[config.mk]
export PLATFORM = sky130hd
export DESIGN_NAME = hm_time_core
export DESIGN_NICKNAME = d
export VERILOG_FILES = /design/src/rtl/hm_time_core.sv
export SDC_FILE = /design/constraint.sdc
export NUM_CORES = 1
export LEC_CHECK = 0
export ABC_AREA = 1
export ABC_CLOCK_PERIOD_IN_PS = 2000
export BUFFER_PORTS_ARGS = -buffer_cell sky130_fd_sc_hd__buf_2
export CAP_MARGIN = 20
export CORE_MARGIN = 5
export CORE_UTILIZATION = 45
export DETAILED_ROUTE_END_ITERATION = 10
export GPL_TIMING_DRIVEN = 0
export PLACE_DENSITY_LB_ADDON = 0.3
export SLEW_MARGIN = 5
export SYNTH_ARGS = -nofsm -noshare
export SYNTH_HDL_FRONTEND = slang
export SYNTH_SLANG_ARGS = --single-unit
[constraint.sdc]
create_clock -name clk -period 2 [get_ports clk]
set_input_delay 0 -clock clk [delete_from_list [all_inputs] [get_ports clk]]
set_output_delay 0 -clock clk [all_outputs]
set_load 0.05 [all_outputs]
[src/rtl/hm_time_core.sv]
// Hour/minute BCD time-keeping core: synchronises and edge-detects the
// hour/minute increment lines and returns one-cycle minute/day carry pulses.
module hm_time_core #(
    parameter bit HOUR_24 = 1'b1
) (
    input  logic       clk,
    input  logic       reset,
    input  logic       inc_h,
    input  logic       inc_m,
    output logic [2:0] min_tens,
    output logic [3:0] min_ones,
    output logic [1:0] hour_tens,
    output logic [3:0] hour_ones,
    output logic       pm,
    output logic       m_carry,
    output logic       h_carry
);

    localparam logic [1:0] HOUR_TENS_RST = HOUR_24 ? 2'd0 : 2'd1;
    localparam logic [3:0] HOUR_ONES_RST = HOUR_24 ? 4'd0 : 4'd2;

    logic [1:0] inc_vec;
    logic [1:0] edge_det;
    logic       edge_m;
    logic       edge_h;

    assign inc_vec = {inc_h, inc_m};

    // Bit 0 is the minute line, bit 1 the hour line.
    genvar gi;
    generate
        for (gi = 0; gi < 2; gi++) begin : g_sync
            logic s1_reg;
            logic s2_reg;
            logic s3_reg;

            always_ff @(posedge clk) begin
                if (reset) begin
                    s1_reg <= 1'b0;
                    s2_reg <= 1'b0;
                    s3_reg <= 1'b0;
                end else begin
                    s1_reg <= inc_vec[gi];
                    s2_reg <= s1_reg;
                    s3_reg <= s2_reg;
                end
            end

            assign edge_det[gi] = s2_reg & ~s3_reg;
        end
    endgenerate

    assign edge_m = edge_det[0];
    assign edge_h = edge_det[1];

    logic [2:0] min_tens_reg, min_tens_next;
    logic [3:0] min_ones_reg, min_ones_next;
    logic [1:0] hour_tens_reg, hour_tens_next;
    logic [3:0] hour_ones_reg, hour_ones_next;
    logic       pm_reg, pm_next;
    logic       m_carry_reg, m_carry_next;
    logic       h_carry_reg, h_carry_next;

    always_comb begin
        min_tens_next = min_tens_reg;
        min_ones_next = min_ones_reg;
        m_carry_next  = 1'b0;
        if (edge_m) begin
            if (min_tens_reg > 3'd5 || min_ones_reg > 4'd9) begin
                min_tens_next = 3'd0;
                min_ones_next = 4'd0;
            end else if (min_ones_reg == 4'd9) begin
                min_ones_next = 4'd0;
                if (min_tens_reg == 3'd5) begin
                    min_tens_next = 3'd0;
                    m_carry_next  = 1'b1;
                end else begin
                    min_tens_next = min_tens_reg + 3'd1;
                end
            end else begin
                min_ones_next = min_ones_reg + 4'd1;
            end
        end
    end

    generate
        if (HOUR_24) begin : g_h24
            logic h_legal;
            assign h_legal = (hour_tens_reg < 2'd2 && hour_ones_reg <= 4'd9) ||
                             (hour_tens_reg == 2'd2 && hour_ones_reg <= 4'd3);

            always_comb begin
                hour_tens_next = hour_tens_reg;
                hour_ones_next = hour_ones_reg;
                pm_next        = 1'b0;
                h_carry_next   = 1'b0;
                if (edge_h) begin
                    if (!h_legal || (hour_tens_reg == 2'd2 && hour_ones_reg == 4'd3)) begin
                        hour_tens_next = 2'd0;
                        hour_ones_next = 4'd0;
                        h_carry_next   = h_legal;
                    end else if (hour_ones_reg == 4'd9) begin
                        hour_ones_next = 4'd0;
                        hour_tens_next = hour_tens_reg + 2'd1;
                    end else begin
                        hour_ones_next = hour_ones_reg + 4'd1;
                    end
                end
            end
        end else begin : g_h12
            logic h_legal;
            assign h_legal = (hour_tens_reg == 2'd0 && hour_ones_reg >= 4'd1 && hour_ones_reg <= 4'd9) ||
                             (hour_tens_reg == 2'd1 && hour_ones_reg <= 4'd2);

            always_comb begin
                hour_tens_next = hour_tens_reg;
                hour_ones_next = hour_ones_reg;
                pm_next        = pm_reg;
                h_carry_next   = 1'b0;
                if (edge_h) begin
                    if (!h_legal) begin
                        hour_tens_next = 2'd1;
                        hour_ones_next = 4'd2;
                        pm_next        = 1'b0;
                    end else if (hour_tens_reg == 2'd1 && hour_ones_reg == 4'd2) begin
                        hour_tens_next = 2'd0;
                        hour_ones_next = 4'd1;
                    end else if (hour_tens_reg == 2'd1 && hour_ones_reg == 4'd1) begin
                        // 11 -> 12 flips AM/PM; leaving PM is the day wrap.
                        hour_ones_next = 4'd2;
                        pm_next        = ~pm_reg;
                        h_carry_next   = pm_reg;
                    end else if (hour_ones_reg == 4'd9) begin
                        hour_tens_next = 2'd1;
                        hour_ones_next = 4'd0;
                    end else begin
                        hour_ones_next = hour_ones_reg + 4'd1;
                    end
                end
            end
        end
    endgenerate

    always_ff @(posedge clk) begin
        if (reset) begin
            min_tens_reg  <= 3'd0;
            min_ones_reg  <= 4'd0;
            hour_tens_reg <= HOUR_TENS_RST;
            hour_ones_reg <= HOUR_ONES_RST;
            pm_reg        <= 1'b0;
            m_carry_reg   <= 1'b0;
            h_carry_reg   <= 1'b0;
        end else begin
            min_tens_reg  <= min_tens_next;
            min_ones_reg  <= min_ones_next;
            hour_tens_reg <= hour_tens_next;
            hour_ones_reg <= hour_ones_next;
            pm_reg        <= pm_next;
            m_carry_reg   <= m_carry_next;
            h_carry_reg   <= h_carry_next;
        end
    end

    assign min_tens  = min_tens_reg;
    assign min_ones  = min_ones_reg;
    assign hour_tens = hour_tens_reg;
    assign hour_ones = hour_ones_reg;
    assign pm        = pm_reg;
    assign m_carry   = m_carry_reg;
    assign h_carry   = h_carry_reg;

endmodule

Yosys cells after proc, flatten, opt, wreduce, memory -nomap -nowiden

Cells that the tools add are included.

Add/sub/neg operators: 4
$lt $le $gt $ge: 5
Equal/unequal tests: 5
Multiplexer cells: 10
Bitwise gates (word level): 8
Reduce and logical (&&, ||, !) cells: 13

Operator list:

| cell                                                           | count |
|---|---|
| two-way mux 4 bit                                              | 4 |
| two-way mux 3 bit                                              | 3 |
| adder 4 x 1 -> 4 bit, second input constant                    | 2 |
| equality test 4 bit, second input constant                     | 2 |
| inverter 1 bit                                                 | 6 |
| equality test 4 x 2 -> 1 bit, second input constant            | 1 |
| > comparator 4 bit, second input constant                      | 1 |
| less-or-equal comparator 4 x 2 -> 1 bit, second input constant | 1 |
| less-or-equal comparator 4 bit, second input constant          | 1 |
| two-way mux 2 bit                                              | 2 |
| AND reduction 2 bit                                            | 2 |
| nonzero test 2 bit                                             | 2 |
| OR reduction 4 bit                                             | 1 |
| adder 3 x 1 -> 3 bit, second input constant                    | 1 |
| equality test 3 bit, second input constant                     | 1 |
| > comparator 3 bit, second input constant                      | 1 |
| logical AND 1 bit                                              | 3 |
| logical OR 1 bit                                               | 3 |
| OR reduction 3 bit                                             | 1 |
| adder 2 x 1 -> 2 bit, second input constant                    | 1 |
| AND 1 bit                                                      | 2 |
| equality test 2 bit, second input constant                     | 1 |
| less-than comparator 2 bit, second input constant              | 1 |
| zero test 1 bit                                                | 1 |
| two-way mux 1 bit                                              | 1 |

Flip-flop bits (word level): 21
Input bits: 4
Logic and storage cells: 57

Depth between registers and ports, before layout

Gate-level depths: netlist of the first run.

Word-level depth: 7
Mapped depth: 8
Depth with buffers taken out: 8

Worst setup path before layout of the first run

Ideal clock, no wire load.

Kind: register to register
Start point: reg hour_tens_reg[0], in the netlist hour_tens[0]
End point: reg hour_ones_reg[3], in the netlist hour_ones[3]
Setup time: 116 ps
Arrival time: 1,411 ps
Required time: 1,884 ps
Path slack: 472 ps
Stages on the path, launching flop included: 9
Buffers on the path: 0
Clock period less this slack: 1,528 ps
Cells stage by stage: dfxtp_1 -> inv_1 -> ha_1 -> nand2_1 -> nand2_1 -> nand4_1 -> nand2_1 -> nand2_1 -> nor2_1

Word-level cells in the longest chain between the ends: 6

Ends and longest elaborated chain:

| element                                                                  | line       | RTL |
|---|---|---|
| start, declared                                                          | 58         | `logic [1:0] hour_tens_reg, hour_tens_next;` |
| start signal, assigned                                                   | 156        | `hour_tens_reg <= hour_tens_next;` |
| less-than comparator 2 bit / equality test 2 bit (equally long branches) | 89, 90, 98 |  |
| logical AND 1 bit (on tied branches)                                     | 89, 90     |  |
| logical OR 1 bit                                                         | 89         | `assign h_legal = (hour_tens_reg < 2'd2 && hour_ones_reg <= 4'd9) \|\|` |
| zero test 1 bit                                                          | 98         | `if (!h_legal \|\| (hour_tens_reg == 2'd2 && hour_ones_reg == 4'd3)) begin` |
| logical OR 1 bit (*)                                                     | 98         |  |
| two-way mux 4 bit (*)                                                    | 98         |  |
| end signal, assigned                                                     | 157        | `hour_ones_reg <= hour_ones_next;` |
| end, declared                                                            | 59         | `logic [3:0] hour_ones_reg, hour_ones_next;` |

Every way passes the cells marked *; elsewhere a longest branch is shown, timed or not.
A chain may end at the register's enable or synchronous reset.

Worst setup path in the final report of the first run

Start point: reg hour_tens_reg[0], in the netlist hour_tens[0]
End point: reg hour_ones_reg[2], in the netlist hour_ones[2]

Same word-level chain as after synthesis.

==> impl_results.md, run 1 <==
* Maximum VDD drop at 0.360 mV
* Fillcell total at 197
* Number of global-route vias before repair at 785
* Mean area per synthesized cell at 7.43 sq um
* Design area at 0.00112 sq mm
* Clk buf depth at 2
* Critical Path End Type: register
* Worst skew pair latency at 300 ps
* Antenna cell count at 0
* Seq/Total Area, Yosys at 0.442
* CTS tree: done
* Top FF cell, synth: dfxtp_1
* Syn nets at 133
* DP HPWL at 1.38 mm
* Die height at 56.0 um
* Nets at 158
* CP Data Arrival Time at 1600 ps
* Largest net degree at the start of global routing at 13
* Post-cts sizing count at 0
* DR vias/cell at 4.66
* Synth Register Bits at 21
* Setup_tns at 0 ps
* Reg2reg setup slack at 640 ps
* Final Hold Vio Count at 0
* Hold Crit Class: in -> reg
* Grt ovf at 0
* Post-route minimum period at 1360 ps
* First-pass GRT wire length at 3.35 mm
* Placed Area at 0.00107 sq mm
* Gp weighted congestion at 0.778
* Final Cycle Share at 0.678
* Max-cap violations at 0
* RSZ-0062 raised after global routing: no
* Pleak at 0.571 nW
* Cell Rows at 16
* TritonCTS Buffers at 3
* DRC at 0
* Async SR Flop Fraction at 0
* Clock-pin slew on the worst setup and hold paths at 110 ps
* Pins Over Slew Limit at 0
* WS Path Type: reg -> reg
* H-Tree Depth at 1
* Skew final at 1.14 ps
* Synthesized area at 951 sq um
* Startpoint Class: register
* IO Pins at 20
* Initial antenna violation count at 0
* DRT Pass-1 Iters at 4
* Via count at 835
* Post-synth cell types at 25
* Sink Count at 21
* Clock root buffer: clkbuf_4
* Routed WL at 1.80 mm
* Status: finished, final reports clean
* Die area at 0.00313 sq mm
* Total GRT Usage at 0.132
* Yosys warning count at 0
* Finish-stage setup viols at 0
* Post-route ant nets at 0
* Crit path max fanout at 4
* Initial Util at 0.480
* Critical path required time at 2240 ps
* Fmax at 0.737 GHz
* Cell Pwr Density at 607 mW/mm^2
* Cells after synthesis at 128
* Share of cells above drive strength 1 at 0.237
* Core Region at 0.00198 sq mm
* Die width at 56.0 um
* Number of synthesized flops with an enable pin at 0
* Port Buffers at 18
* Wire per inst at 10.0 um
* P&R area growth vs syn at 18.0%
* Drt initial violations at 16
-- synthesized netlist by cell type, types with 2 or more instances --
cell | number | share of area
a21oi_1 | 3 | 0.016
dfxtp_1 | 21 | 0.44
inv_1 | 20 | 0.079
inv_2 | 2 | 0.0079
nand2_1 | 29 | 0.11
nand2_2 | 4 | 0.026
nand3_1 | 7 | 0.037
nand4_1 | 6 | 0.039
nor2_1 | 17 | 0.067
nor2_4 | 2 | 0.024
xor2_1 | 3 | 0.028
-- power breakdown --
part           switching [mW]  internal (mW)
Sequential            0.00491          0.426
Clock                   0.126         0.0747
Combinational          0.0346         0.0152
Total                   0.166          0.515
-- layer usage --
layer / vias up / GRT usage / wire, um
li1: 443 / - / -
met1: 373 / 0.158 / 847
met2: 14 / 0.220 / 830
met3: 5 / 0.0255 / 72
met4: 0 / 0.0712 / 44
met5: - / 0 / 0
-- kinds of logic (layout without fill, tap and decap cells) --
logic type / after synthesis / in the layout / synth area share
AND/OR/NAND/NOR: 69 / 69 / 0.337
adder cells (fa/ha/maj): 1 / 1 / 0.0132
AO/OA/AOI/OAI: 9 / 9 / 0.0776
flip-flops: 21 / 21 / 0.442
other: 1 / 1 / 0.00394
XOR/XNOR: 3 / 3 / 0.0276
buffers and inverters: 24 / 48 / 0.0987
-- worst paths after layout --
check,to,startpoint,cells after the start
worst max register to register,hour_ones[2],hour_tens[0],7
worst min register to register,g_sync[1].s2_reg,g_sync[1].s1_reg,2
worst max-delay path,hour_ones[2],hour_tens[0],7
worst min-delay path,min_tens[2],reset,4
-- cell usage in the layout, fill, tap and decap left out, types with 2 or more instances in the layout --
cell           netlist  routed
buf_2                0      18
a21oi_1              3       3
inv_1               20      20
nand4_1              6       6
nand2_1             29      29
nor2_4               2       2
dfxtp_1             21      21
inv_2                2       2
nand2_2              4       4
clkbuf_4             0       3
nand3_1              7       7
nor2_1              17      17
xor2_1               3       3
dlygate4sd3_1        0       2
-- stage by stage --
stage	std cells	power [mW]	utilization	hold WS (ps)	setup WS, ps
global placement	173	0.486	0.542	203	780
floorplan	128	0.476	-	107	472
global route	179	0.709	0.566	91.8	536
finish	179	0.681	0.566	73.0	644
detailed placement	173	0.487	0.542	208	682
CTS	179	0.691	0.566	68.9	643
-- area by class of cell --
cell class / count / area [sq um] / area share
Buffer: 2 / 11.3 / 0.0100
Clock buffer: 3 / 22.5 / 0.0201
Clock inverter: 1 / 5.00 / 0.00446
Inverter: 22 / 82.6 / 0.0736
Multi-Input combinational cell: 83 / 437 / 0.389
Sequential cell: 21 / 420 / 0.375
Tap cell: 27 / 33.8 / 0.0301
Timing Repair Buffer: 20 / 110 / 0.0981
-- critical path, stage by stage (launching register included) --
cell	delay (ps)
dfxtp_1	370
inv_1	60
ha_1	210
nand3_1	140
nand4_1	160
nand2_1	120
nand2_1	100
nor2_1	140
-- repair_timing --
action / CTS / global route
hold endpoints to repair: 2 / 0
hold buffers: 2 / 0
setup buffers: 0 / 0
No activity file was read; power rests on OpenSTA's default activity.
==> run 2, diff against run 1 <==
ABC_AREA = 0   (was 1)
ABC_CLOCK_PERIOD_IN_PS = 1200   (was 2000)
clock period = 1.2 ns   (was 2 ns; I/O delays follow)
==> impl_results.md, run 2 <==
* Number of synthesized flops with an enable pin at 0 (unchanged)
* Die height at 56.6 um (+1.1%)
* IO Pins at 20 (unchanged)
* Port Buffers at 18 (unchanged)
* Worst-path cell chain: o21ai_4, buf_6, a41oi_2, o32ai_1
* Syn nets at 113 (-15%)
* Failing checks: negative setup slack
* Async SR Flop Fraction at 0 (unchanged)
* Crit path max fanout at 5 (+1)
* Post-route ant nets at 0 (unchanged)
* Clk buf depth at 2 (unchanged)
* DRT Pass-1 Iters at 4 (unchanged)
* Comb power frac at 0.176 (+0.103)
* Skew final at 7.48 ps (+6.34 ps)
* Cells after synthesis at 108 (-16%)
* Initial antenna violation count at 0 (unchanged)
* Nets at 150 (-5.1%)
* Critical path's slowest cell: dfxtp_4
* Initial Util at 0.483 (+0.00288)
* Clock-pin slew on the worst setup and hold paths at 120 ps (about the same)
* Post-route minimum period at 1290 ps (-62.1 ps)
* Post-synth cell types at 38 (+52%)
* Die area at 0.00320 sq mm (+2.2%)
* Cell Rows at 16 (unchanged)
* P&R area growth vs syn at 49.5%
* Share of cells above drive strength 1 at 0.535 (+0.298)
* Sink Count at 21 (unchanged)
* Area share of and/or/nand/nor cells after synthesis at 0.271 (-0.0663)
* Finish-stage setup viols at 9 (+9)
* CTS tree: done
* Most frequent cells after synthesis: dfxtp_1, nand2_1, nor2b_1, inv_1, nand4_1
* Tot Pwr at 1.30 mW (+90%)
* Routed WL at 2.49 mm (+39%)
* Largest cells by area after synthesis: dfxtp_1, nor2b_1, nand2_1
* WS Path Type: reg -> reg
* Via count at 931 (+11%)
* Placed Area at 0.00122 sq mm (+14%)
* DR vias/cell at 5.44 (+17%)
* Switching share of power at 0.290 (+0.0469)
* Total GRT Usage at 0.153 (+0.0208)
* Pleak at 0.556 nW (-2.7%)
* RSZ-0062 raised after global routing: yes
* Mean area per synthesized cell at 9.04 sq um (+22%)
* Max-cap violations at 0 (unchanged)
* Gp weighted congestion at 0.842 (+8.2%)
* Yosys warning count at 0 (unchanged)
* H-Tree Depth at 1 (unchanged)
* Most common cell in the netlist: dfxtp_1
* Most common cell after layout, fill and taps aside: buf_2
* Flop pwr share at 0.560 (-0.072)
* Final worst setup slack at -94.1 ps (-738 ps)
* Final Cycle Share at 1.08 (+0.400)
* Post-synth top area share at 0.431 (-0.0113)
* DP HPWL at 1.57 mm (+14%)
* Multi-input logic area at 649 sq um (+49%)
* Psw at 0.376 mW (+130%)
* Fillcell total at 135 (-31%)
* Pins Over Slew Limit at 0 (unchanged)
* Final Hold Vio Count at 0 (unchanged)
* Cell Pwr Density at 888 mW/mm^2 (+46%)
* Critical Path End Type: register
* Compound-Gate Fraction of Synth Area at 0.182 (+0.104)
* Worst skew pair latency at 300 ps (about the same)
* Startpoint Class: register
* Synth Register Bits at 21 (unchanged)
* XOR/XNOR Fraction of Synth Area at 0.0269 (-0.000709)
* Top FF cell, synth: dfxtp_1
* DP Worst Slack at -151 ps (-833 ps)
* Mux share of post-synthesis cell area at 0.0115 (+0.0115)
* Die width at 56.6 um (+1.1%)
* Wire per inst at 14.6 um (+45%)
* Yosys top cell by area: dfxtp_1
* Grt ovf at 0 (unchanged)
* Status: finished with violations
* Clock power share at 0.264 (-0.031)
* Drt initial violations at 30 (+14)
* DRC at 0 (unchanged)
* Commonest non-fill, non-tap cells in the layout: buf_2, dfxtp_4, buf_4, nand2_1, nor2b_1
* Hold Crit Class: in -> reg
* Synthesized area at 976 sq um (+2.6%)
* Finished Core Util at 0.722 (+0.155)
* Design area at 0.00146 sq mm (+30%)
* Main combinational cell family by area after synthesis: simple AND/OR/NAND/NOR gates
* Number of global-route vias before repair at 892 (+14%)
* Antenna cell count at 0 (unchanged)
* Critical path required time at 1400 ps (-840 ps)
* Maximum VDD drop at 0.686 mV (+91%)
* Fmax at 0.773 GHz (+4.8%)
* Seq. cell area at 465 sq um (+11%)
* TritonCTS Buffers at 3 (unchanged)
* Adder-cell area share of the yosys netlist at 0.0128 (-0.000337)
* Max incr delay on CP at 390 ps (+20 ps)
* Clock root buffer: clkbuf_4
* Core Region at 0.00202 sq mm (+2.0%)
* Hold slack at 63.9 ps (-9.11 ps)
* First-pass GRT wire length at 3.94 mm (+18%)
* Seq/Total Area, Yosys at 0.431 (-0.0113)
* CP Data Arrival Time at 1500 ps (-100 ps)
* Largest net degree at the start of global routing at 13 (unchanged)
* Internal at 0.920 mW (+78%)
[run 2: stage by stage]
step,std cells,TNS [ps]
CTS,168,-355
detailed placement,153,-527
floorplan,108,-643
global route,171,-1030
finish,171,-475
global placement,153,-424
[run 2: timing repair]
action | CTS | global route
buffers inserted | 8 | 3
gates resized for setup | 4 | 15
hold buffers | 3 | 0
endpoints found under the setup margin | 8 | 12
pin swaps | 8 | 7
hold endpoints to repair | 3 | 0
[run 2: final timing paths]
path	from	to	slack (ps)	cells past startpoint
worst max-delay path	min_ones[1]	min_ones[2]	-90	4
worst min-delay path	reset	m_carry	60	4
worst max register to register	min_ones[1]	min_ones[2]	-90	4
worst min register to register	g_sync[1].s1_reg	g_sync[1].s2_reg	450	1
[run 2: cells by family after synthesis]
logic type | count (synthesis)
other | 1
buffers and inverters | 14
flip-flops | 21
XOR/XNOR | 3
multiplexers | 1
adder cells (fa/ha/maj) | 1
AND/OR/NAND/NOR | 47
AO/OA/AOI/OAI | 20
[run 2: routing by layer]
| layer | routed length [um] | share of wire | track usage |
|---|---|---|---|
| met2 | 1330 | 0.54 | 0.279 |
| met3 | 99 | 0.040 | 0.0275 |
| met5 | 0 | 0 | 0 |
| met1 | 1060 | 0.42 | 0.178 |
| met4 | 0 | 0 | 0.0475 |
[run 2: layout make-up]
cell class,count,area share
multi-input cells,73,0.445
inverters,9,0.0232
flip-flops and latches,21,0.319
repair buffers,32,0.144
clock buffers,3,0.0154
well taps,27,0.0232
plain buffers,5,0.0266
clock inverters,1,0.00343
[run 2: power by group through the flow]
stage | combinational [mW] | sequential (mW) | clock [mW]
after global placement | 0.167 | 0.740 | 0
after global routing | 0.242 | 0.728 | 0.386
after CTS | 0.188 | 0.726 | 0.361
final | 0.228 | 0.725 | 0.343
after floorplan | 0.0918 | 0.783 | 0
after detailed placement | 0.171 | 0.742 | 0
[run 2: critical path: cells and delay by family (launching register included)]
| family | cells | cell delay [ps] |
|---|---|---|
| AO/OA/AOI/OAI | 3 | 650 |
| buffers and inverters | 1 | 150 |
| flip-flops | 1 | 390 |
==> run 3, diff against run 2 <==
SETUP_SLACK_MARGIN = 0.1   (was default)
==> impl_results.md, run 3 (synthesis gave the netlist of run 2 again) <==
* Status: finished with violations
* Failing checks: negative setup slack
* Share of cells above drive strength 1 at 0.545 (+0.0101)
* Pins Over Slew Limit at 0 (unchanged)
* Design area at 0.00149 sq mm (+2.2%)
* Psw at 0.363 mW (-3.3%)
* Switching share of power at 0.284 (-0.00613)
* Wire per inst at 14.8 um (+1.5%)
* CP Data Arrival Time at 1580 ps (+80 ps)
* Post-route ant nets at 0 (unchanged)
* DR vias/cell at 5.52 (+1.3%)
* Drt initial violations at 42 (+40%)
* Cell Pwr Density at 858 mW/mm^2 (-3.4%)
* Number of global-route vias before repair at 913 (+2.4%)
* H-Tree Depth at 1 (unchanged)
* DP HPWL at 1.56 mm (-0.78%)
* Hold slack at 66.4 ps (+2.53 ps)
* Commonest non-fill, non-tap cells in the layout: buf_2, dfxtp_4, buf_6, nand2_1
* IO Pins at 20 (unchanged)
* Fmax at 0.753 GHz (-2.5%)
* WS Path Type: reg -> reg
* CTS tree: done
* Via count at 949 (+1.9%)
* Critical Path End Type: register
* Pleak at 0.563 nW (+1.2%)
* Worst skew pair latency at 300 ps (about the same)
* Gp weighted congestion at 0.892 (+5.9%)
* Clk buf depth at 2 (unchanged)
* Post-route minimum period at 1330 ps (+33.8 ps)
* Core Region at 0.00202 sq mm (unchanged)
* Routed WL at 2.54 mm (+2.1%)
* Startpoint Class: register
* DRC at 0 (unchanged)
* Most common cell after layout, fill and taps aside: buf_2
* Finish-stage setup viols at 9 (unchanged)
* Cell Rows at 16 (unchanged)
* Antenna cell count at 0 (unchanged)
* Die width at 56.6 um (unchanged)
* Critical path required time at 1450 ps (+50 ps)
* Final Hold Vio Count at 0 (unchanged)
* RSZ-0062 raised after global routing: yes
* Final worst setup slack at -128 ps (-33.8 ps)
* Clock power share at 0.266 (+0.002)
* Tot Pwr at 1.28 mW (-1.2%)
* First-pass GRT wire length at 4.02 mm (+1.9%)
* Nets at 151 (+0.67%)
* Comb power frac at 0.164 (-0.012)
* Largest net degree at the start of global routing at 12 (-1)
* Flop pwr share at 0.569 (+0.009)
* P&R area growth vs syn at 52.8%
* Die area at 0.00320 sq mm (unchanged)
* Sink Count at 21 (unchanged)
* Die height at 56.6 um (unchanged)
* DRT Pass-1 Iters at 4 (unchanged)
* Maximum VDD drop at 0.632 mV (-7.9%)
* Total GRT Usage at 0.154 (+0.00109)
* Max-cap violations at 0 (unchanged)
* Skew final at 6.75 ps (-0.732 ps)
* Port Buffers at 18 (unchanged)
* Initial antenna violation count at 0 (unchanged)
* Clock-pin slew on the worst setup and hold paths at 120 ps (about the same)
* TritonCTS Buffers at 3 (unchanged)
* Hold Crit Class: in -> reg
* Clock root buffer: clkbuf_4
* Initial Util at 0.483 (unchanged)
* Crit path max fanout at 6 (+1)
* Internal at 0.917 mW (-0.36%)
* Final Cycle Share at 1.11 (+0.0281)
* Grt ovf at 0 (unchanged)
* Placed Area at 0.00123 sq mm (+0.82%)
run 3: stage by stage:
stage | cells | setup WS, ps | TNS, ps | util
2_1_floorplan | 108 | -191 | -645 | -
3_3_place_gp | 153 | -140 | -395 | 0.608
3_5_place_dp | 153 | -184 | -579 | 0.608
4_1_cts | 168 | -128 | -538 | 0.682
5_1_grt | 172 | -184 | -1270 | 0.738
6_report | 172 | -128 | -619 | 0.738
run 3: what timing repair did:
item	in CTS	in global routing
endpoints found under the setup margin	14	14
buffers inserted	8	5
cloned	0	0
hold buffers	3	0
pin swaps	5	10
endpoints found under the hold margin	3	0
gates resized for setup	10	16
run 3: routing by layer:
| metal | GRT usage | vias to the layer above | wire length, um |
|---|---|---|---|
| met1 | 0.196 | 454 | 1130 |
| li1 | - | 459 | - |
| met3 | 0.0436 | 6 | 126 |
| met5 | 0 | - | 0 |
| met4 | 0.0441 | 0 | 36 |
| met2 | 0.251 | 30 | 1240 |
run 3: path summary, 6_finish.rpt:
kind | end | cells past startpoint | slack [ps] | start
min reg2reg | g_sync[0].s2_reg | 1 | 450 | g_sync[0].s1_reg
max | min_tens[0] | 5 | -130 | min_ones[1]
min | hour_ones[0] | 4 | 70 | reset
max reg2reg | min_tens[0] | 5 | -130 | min_ones[1]
run 3: final cells by class:
| class | count | area, sq um |
|---|---|---|
| multi-input cells | 73 | 647 |
| fillers | 144 | 531 |
| flip-flops and latches | 21 | 465 |
| repair buffers | 33 | 246 |
| plain buffers | 5 | 38.8 |
| inverters | 9 | 33.8 |
| well taps | 27 | 33.8 |
| clock buffers | 4 | 26.3 |
run 3: power groups by stage:
stage,logic (mW),registers (mW),clock network [mW]
final,0.210,0.729,0.341
after global routing,0.225,0.733,0.387
after CTS,0.181,0.729,0.347
after detailed placement,0.171,0.743,0
after global placement,0.168,0.743,0
after floorplan,0.0929,0.786,0
run 3: worst max-delay path, cell delays in order (launching register included):
cell	delay, ps
dfxtp_4	400
o21ai_4	240
a31oi_4	160
buf_6	150
mux2_2	260
nor2_2	70
